<file path="config.mk">
export PLATFORM = sky130hd
export DESIGN_NAME = floo_eject_sink
export DESIGN_NICKNAME = d
export VERILOG_FILES = /design/src/rtl/floo_eject_sink.sv
export SDC_FILE = /design/constraint.sdc
export NUM_CORES = 1
export LEC_CHECK = 0
export CAP_MARGIN = 20
export CORE_ASPECT_RATIO = 1.25
export CORE_UTILIZATION = 26
export DETAILED_ROUTE_END_ITERATION = 8
export PLACE_DENSITY = 0.62
export SETUP_SLACK_MARGIN = 0.05
export SYNTH_ARGS = -nofsm -noshare
export SYNTH_HDL_FRONTEND = slang
export SYNTH_SLANG_ARGS = --single-unit
</file>
<file path="constraint.sdc">
create_clock -name clk_i -period 3.77 [get_ports clk_i]
set_clock_uncertainty 0.1 [all_clocks]
set_input_delay 0.5655 -clock clk_i [delete_from_list [all_inputs] [get_ports clk_i]]
set_output_delay 0.5655 -clock clk_i [all_outputs]
set_load 0.02 [all_outputs]
</file>
<file path="src/rtl/floo_eject_sink.sv">
// floo_eject_sink
// ----------------------------------------------------------------------------
// Terminal sink for the local (Eject) port of a mesh router in filler/dummy
// tiles. Each of NumChan independent valid/ready channels is absorbed, blocked
// or throttled according to mode_i. For every channel the sink tracks packet
// framing and counts accepted flits and packets. It also keeps a rolling data
// signature, so any traffic that reaches the tile can be observed.
//
// Ports
//   clk_i        clock
//   rst_ni       asynchronous active-low reset
//   valid_i      per-channel flit valid
//   ready_o      per-channel flit ready (combinational from mode/phase only)
//   data_i       per-channel payload, channel c at [c*FlitWidth +: FlitWidth]
//   last_i       per-channel last-flit-of-packet marker
//   mode_i       0=SINK, 1=BLOCK, 2=THROTTLE, 3=treated as BLOCK
//   clear_i      synchronous clear of counters, signatures, framing, phase, ovf
//   flit_cnt_o   accepted flits per channel (saturating)
//   pkt_cnt_o    accepted last-flits per channel (saturating)
//   signature_o  rolling rotate-left/XOR signature per channel
//   busy_o       channel is inside a packet
//   ovf_o        sticky: an accept was attempted with a counter at saturation
// ----------------------------------------------------------------------------
module floo_eject_sink #(
    parameter int unsigned NumChan        = 3,
    parameter int unsigned FlitWidth      = 64,
    parameter int unsigned CntWidth       = 16,
    parameter int unsigned ThrottlePeriod = 4
) (
    input  logic                          clk_i,
    input  logic                          rst_ni,
    input  logic [NumChan-1:0]            valid_i,
    output logic [NumChan-1:0]            ready_o,
    input  logic [NumChan*FlitWidth-1:0]  data_i,
    input  logic [NumChan-1:0]            last_i,
    input  logic [1:0]                    mode_i,
    input  logic                          clear_i,
    output logic [NumChan*CntWidth-1:0]   flit_cnt_o,
    output logic [NumChan*CntWidth-1:0]   pkt_cnt_o,
    output logic [NumChan*FlitWidth-1:0]  signature_o,
    output logic [NumChan-1:0]            busy_o,
    output logic                          ovf_o
);

    localparam int unsigned PhW = (ThrottlePeriod > 1) ? $clog2(ThrottlePeriod) : 1;
    localparam logic [PhW-1:0] PhaseLast = PhW'(ThrottlePeriod - 1);

    typedef enum logic {
        IDLE   = 1'b0,
        IN_PKT = 1'b1
    } state_e;

    state_e               r_state      [NumChan];
    state_e               w_state_next [NumChan];
    logic [CntWidth-1:0]  r_flit_cnt   [NumChan];
    logic [CntWidth-1:0]  w_flit_next  [NumChan];
    logic [CntWidth-1:0]  r_pkt_cnt    [NumChan];
    logic [CntWidth-1:0]  w_pkt_next   [NumChan];
    logic [FlitWidth-1:0] r_sig        [NumChan];
    logic [FlitWidth-1:0] w_sig_next   [NumChan];
    logic [PhW-1:0]       r_phase      [NumChan];
    logic [PhW-1:0]       w_phase_next [NumChan];
    logic                 r_ovf;
    logic                 w_ovf_next;
    logic [NumChan-1:0]   w_ready;
    logic [NumChan-1:0]   w_accept;

    // Ready never looks at valid_i. It is forced low while reset is asserted,
    // so nothing can be accepted before the state registers are known.
    always_comb begin
        w_ready = '0;
        for (int c = 0; c < NumChan; c++) begin
            case (mode_i)
                2'd0:    w_ready[c] = rst_ni;
                2'd2:    w_ready[c] = rst_ni & (r_phase[c] == '0);
                default: w_ready[c] = 1'b0;
            endcase
        end
    end

    assign ready_o  = w_ready;
    assign w_accept = valid_i & w_ready;

    // clear_i wins over a coinciding accept. That flit still handshakes but
    // leaves no trace. Counters hold at all-ones and flag ovf instead of wrapping.
    always_comb begin
        w_ovf_next = r_ovf;
        for (int c = 0; c < NumChan; c++) begin
            w_state_next[c] = r_state[c];
            w_flit_next[c]  = r_flit_cnt[c];
            w_pkt_next[c]   = r_pkt_cnt[c];
            w_sig_next[c]   = r_sig[c];
            w_phase_next[c] = (r_phase[c] == PhaseLast) ? '0 : r_phase[c] + 1'b1;

            if (clear_i) begin
                w_state_next[c] = IDLE;
                w_flit_next[c]  = '0;
                w_pkt_next[c]   = '0;
                w_sig_next[c]   = '0;
                w_phase_next[c] = '0;
            end else if (w_accept[c]) begin
                w_state_next[c] = last_i[c] ? IDLE : IN_PKT;

                if (r_flit_cnt[c] == '1) begin
                    w_ovf_next = 1'b1;
                end else begin
                    w_flit_next[c] = r_flit_cnt[c] + 1'b1;
                end

                if (last_i[c]) begin
                    if (r_pkt_cnt[c] == '1) begin
                        w_ovf_next = 1'b1;
                    end else begin
                        w_pkt_next[c] = r_pkt_cnt[c] + 1'b1;
                    end
                end

                w_sig_next[c] = {r_sig[c][FlitWidth-2:0], r_sig[c][FlitWidth-1]}
                              ^ data_i[c*FlitWidth +: FlitWidth];
            end
        end

        if (clear_i) begin
            w_ovf_next = 1'b0;
        end
    end

    always_ff @(posedge clk_i or negedge rst_ni) begin
        if (!rst_ni) begin
            for (int c = 0; c < NumChan; c++) begin
                r_state[c]    <= IDLE;
                r_flit_cnt[c] <= '0;
                r_pkt_cnt[c]  <= '0;
                r_sig[c]      <= '0;
                r_phase[c]    <= '0;
            end
            r_ovf <= 1'b0;
        end else begin
            for (int c = 0; c < NumChan; c++) begin
                r_state[c]    <= w_state_next[c];
                r_flit_cnt[c] <= w_flit_next[c];
                r_pkt_cnt[c]  <= w_pkt_next[c];
                r_sig[c]      <= w_sig_next[c];
                r_phase[c]    <= w_phase_next[c];
            end
            r_ovf <= w_ovf_next;
        end
    end

    for (genvar g = 0; g < NumChan; g++) begin : g_out
        assign flit_cnt_o[g*CntWidth +: CntWidth]     = r_flit_cnt[g];
        assign pkt_cnt_o[g*CntWidth +: CntWidth]      = r_pkt_cnt[g];
        assign signature_o[g*FlitWidth +: FlitWidth]  = r_sig[g];
        assign busy_o[g]                              = (r_state[g] == IN_PKT);
    end

    assign ovf_o = r_ovf;

endmodule

</file>
==> summary.txt <==
Power and ir drop
  – Sw frac: 0.265
  – NetSw: 2070 uW
  – Combinational group share of total power: 0.152
  – Design internal power: 5760 uW
  – Pleak: 0.00791 uW
  – Reg power frac: 0.438
  – Cell Pwr Density: 365 mW/mm^2
  – Max VDD drop: 0.308 mV
  – Clock share of power: 0.409

Timing
  – Slew Viols, Final: 0
  – Tmin final: 2.77 ns
  – Peak Freq: 361 MHz
  – RSZ-0062 raised after global routing: no
  – Final hold slack: 0.0115 ns
  – Worst-Margin Slew: 1.06 ns
  – Final Setup Violations: 0
  – Hold Fails Final Rpt: 0
  – Setup TNS Final: 0 ns
  – Slew headroom: 0.291
  – Period utilization: 0.735

Drt
  – Antenna-violating nets left: 0
  – TritonRoute pass-1 iters: 5
  – Vias post-DR: 12500
  – DR DRC count: 0
  – First DRT Iteration DRCs: 787
  – Routed length per instance: 17.8 um
  – Final WL: 47.4 mm
  – Vias/cell: 4.70

Clocking
  – Clock Latency Late Sink: 0.53 ns
  – H-Tree Depth: 2
  – CTS Buf Count: 35
  – Maximum clock insertion buffer count: 3
  – Gates resized, CTS repair: 0
  – Hold-fix buffers, CTS: 0
  – CTS tree: built
  – Post-CTS Setup Bufs: 0
  – CTS clk-pin slew, worst paths: 0.06 ns
  – Clock sinks: 298
  – Clk Tree Root Cell: clkbuf_16

Logic synthesis
  – Syn avg cell area: 10.2 sq um
  – Distinct cells, synth: 51
  – Post-Syn Area: 0.0147 sq mm
  – Main area contributors after synthesis: dfrtp_1 (51%), xnor2_1 (14%), a211oi_1 (10%)
  – Commonest cells post-synth: dfrtp_1 (298), nor2_1 (287), xnor2_1 (237), a211oi_1 (200), clkbuf_1 (54)
  – Cell taking the most area after synthesis: dfrtp_1
  – Asr flop ratio synth: 1.00
  – Seq/Total Area, Yosys: 0.509
  – Count leader, synth: dfrtp_1
  – Number of flops mapped to enable cells by yosys: 0
  – Yosys reg bits: 298
  – Ys Warns: 0
  – Top FF cell, synth: dfrtp_1
  – Syn_nets: 1650
  – Synth top area share: 0.509
  – Mapped Cells: 1437

Critical path
  – Max Fanout on Critical Path: 8
  – CP Launch Type: primary input
  – Worst setup path class: in -> out
  – Slowest CP cell: clkdlybuf4s50_1
  – Data arrival, critical path: 2.11 ns
  – Buf+Inv Stages, Crit Path: 2
  – Critical path launch point: mode_i[0]
  – Crit-path leading delay family: buffers and inverters
  – Worst reg2reg path depth: 7
  – Most used cell, CP: clkdlybuf4s50_1
  – CP Cell Sequence: clkdlybuf4s50_1, and2b_2, and2_1, clkdlybuf4s50_1
  – Setup crit end kind: output pin
  – Critical Path Stages: 4
  – Max stage delay on crit path: 0.62 ns
  – CP Data Required Time: 3.10 ns
  – Reg2reg start: r_phase[4]$_DFF_PN0_

Floorplanning
  – Core area: 0.0553 sq mm
  – Number of I/O pins: 498
  – Die Ht: 267 um
  – Die width: 214 um
  – Initial core utilization: 0.265
  – # rows: 96
  – Die area: 0.0573 sq mm

Global routing
  – Initial antenna violation count: 3
  – Total global routing overflow: 0
  – Vias in the first global route: 12400
  – First-pass GRT wire length: 72.7 mm
  – All-Layer GR Usage: 0.160
  – Largest net degree at the start of global routing: 164

Finish
  – Filler instances: 5432
  – Layout cell share with drive strength beyond 1: 0.0453
  – Reg area: 0.00746 sq mm
  – Fin cells: 2662
  – Post-layout net count: 2114
  – Synthesis-to-layout area growth: 46.5%
  – Area of the multi-input gates: 0.00681 sq mm

Run
  – MaxCap Viol Count: 0

Placement
  – Detailed placer's ending HPWL: 34.1 mm
  – PortBufs: 497
  – Placed insts: 2599
  – GP Congestion: 0.808

Hold path
  – Hold crit path type: in -> async

Status
  – Status: complete, no violations
==> cell type report <==
type	count	share of cell area
tap	735	0.0428
antenna	6	0.000699
multi-input combinational	1040	0.317
clock inverter	6	0.00169
inverter	13	0.00227
clock buffer	51	0.0469
timing repair buffer	513	0.241
sequential	298	0.347
==> stage by stage <==
stage | util | worst slack, ns | total power (uW) | instance area [sq um]
after floorplan | - | 1.57 | 4030 | 14700
after global placement | 0.369 | 0.760 | 4670 | 20400
after detailed placement | 0.369 | 0.682 | 4690 | 20400
after CTS | 0.388 | 0.962 | 7970 | 21500
after global routing | 0.388 | 0.841 | 8180 | 21500
final | 0.389 | 0.999 | 7830 | 21500
==> state kept, by name, summed over array words and instances (netlist names) <==
| signal | count |
|---|---|
| busy_o | 3 |
| pkt_cnt_o | 48 |
| ovf_o | 1 |
| flit_cnt_o | 48 |
| signature_o | 192 |
| r_phase | 6 |
==> path summary, 6_finish.rpt <==
path	end	slack (ns)
max in group asynchronous	signature_o[149]$_DFFE_PN0P_	1.97
worst max-delay path	ready_o[1]	1.0
worst min-delay path	r_phase[5]$_DFF_PN0_	0.01
worst max register to register	pkt_cnt_o[13]$_DFFE_PN0P_	1.20
worst min register to register	r_phase[0]$_DFF_PN0_	0.32
min in group clk_i	r_phase[0]$_DFF_PN0_	0.32
==> logic make-up (layout without fill, tap and decap cells) <==
family	count (synthesis)	count (layout)	share of synthesized area
simple gates	497	497	0.162
flops	298	298	0.509
compound gates	265	265	0.131
xor+xnor	259	259	0.155
buf+inv	99	583	0.0281
fa+ha+maj	10	10	0.00854
mux	9	9	0.00641
other cells	0	6	0
==> layer usage <==
| metal | wire length [um] | part of all wire | GRT usage | vias up |
|---|---|---|---|---|
| met5 | 17 | 0.00036 | 0 | - |
| met4 | 1490 | 0.031 | 0.0643 | 2 |
| li1 | - | - | - | 6007 |
| met1 | 19600 | 0.41 | 0.196 | 6088 |
| met3 | 2770 | 0.059 | 0.0407 | 72 |
| met2 | 23500 | 0.50 | 0.268 | 353 |
==> layout by cell type (no fill, tap or decap), drive strengths merged, types with 7 or more instances in the layout <==
cell type	n
a211oi	200
a21oi	26
and2	9
and3	12
and4	15
buf	18
clkbuf	51
clkdlybuf4s50	495
dfrtp	298
ha	10
inv	14
nand2	33
nand3	25
nand4	34
nor2	287
nor2b	10
nor3	18
nor4	20
o21ai	15
or3	10
or4	7
xnor2	237
xor2	22
==> power by group through the flow <==
| stage | combinational [uW] | sequential (uW) | clock [uW] |
|---|---|---|---|
| CTS | 1210 | 3430 | 3330 |
| global route | 1300 | 3450 | 3440 |
| floorplan | 431 | 3600 | 0 |
| detailed placement | 1200 | 3490 | 0 |
| finish | 1190 | 3430 | 3210 |
| global placement | 1190 | 3480 | 0 |
No activity file was read; power rests on OpenSTA's default activity.
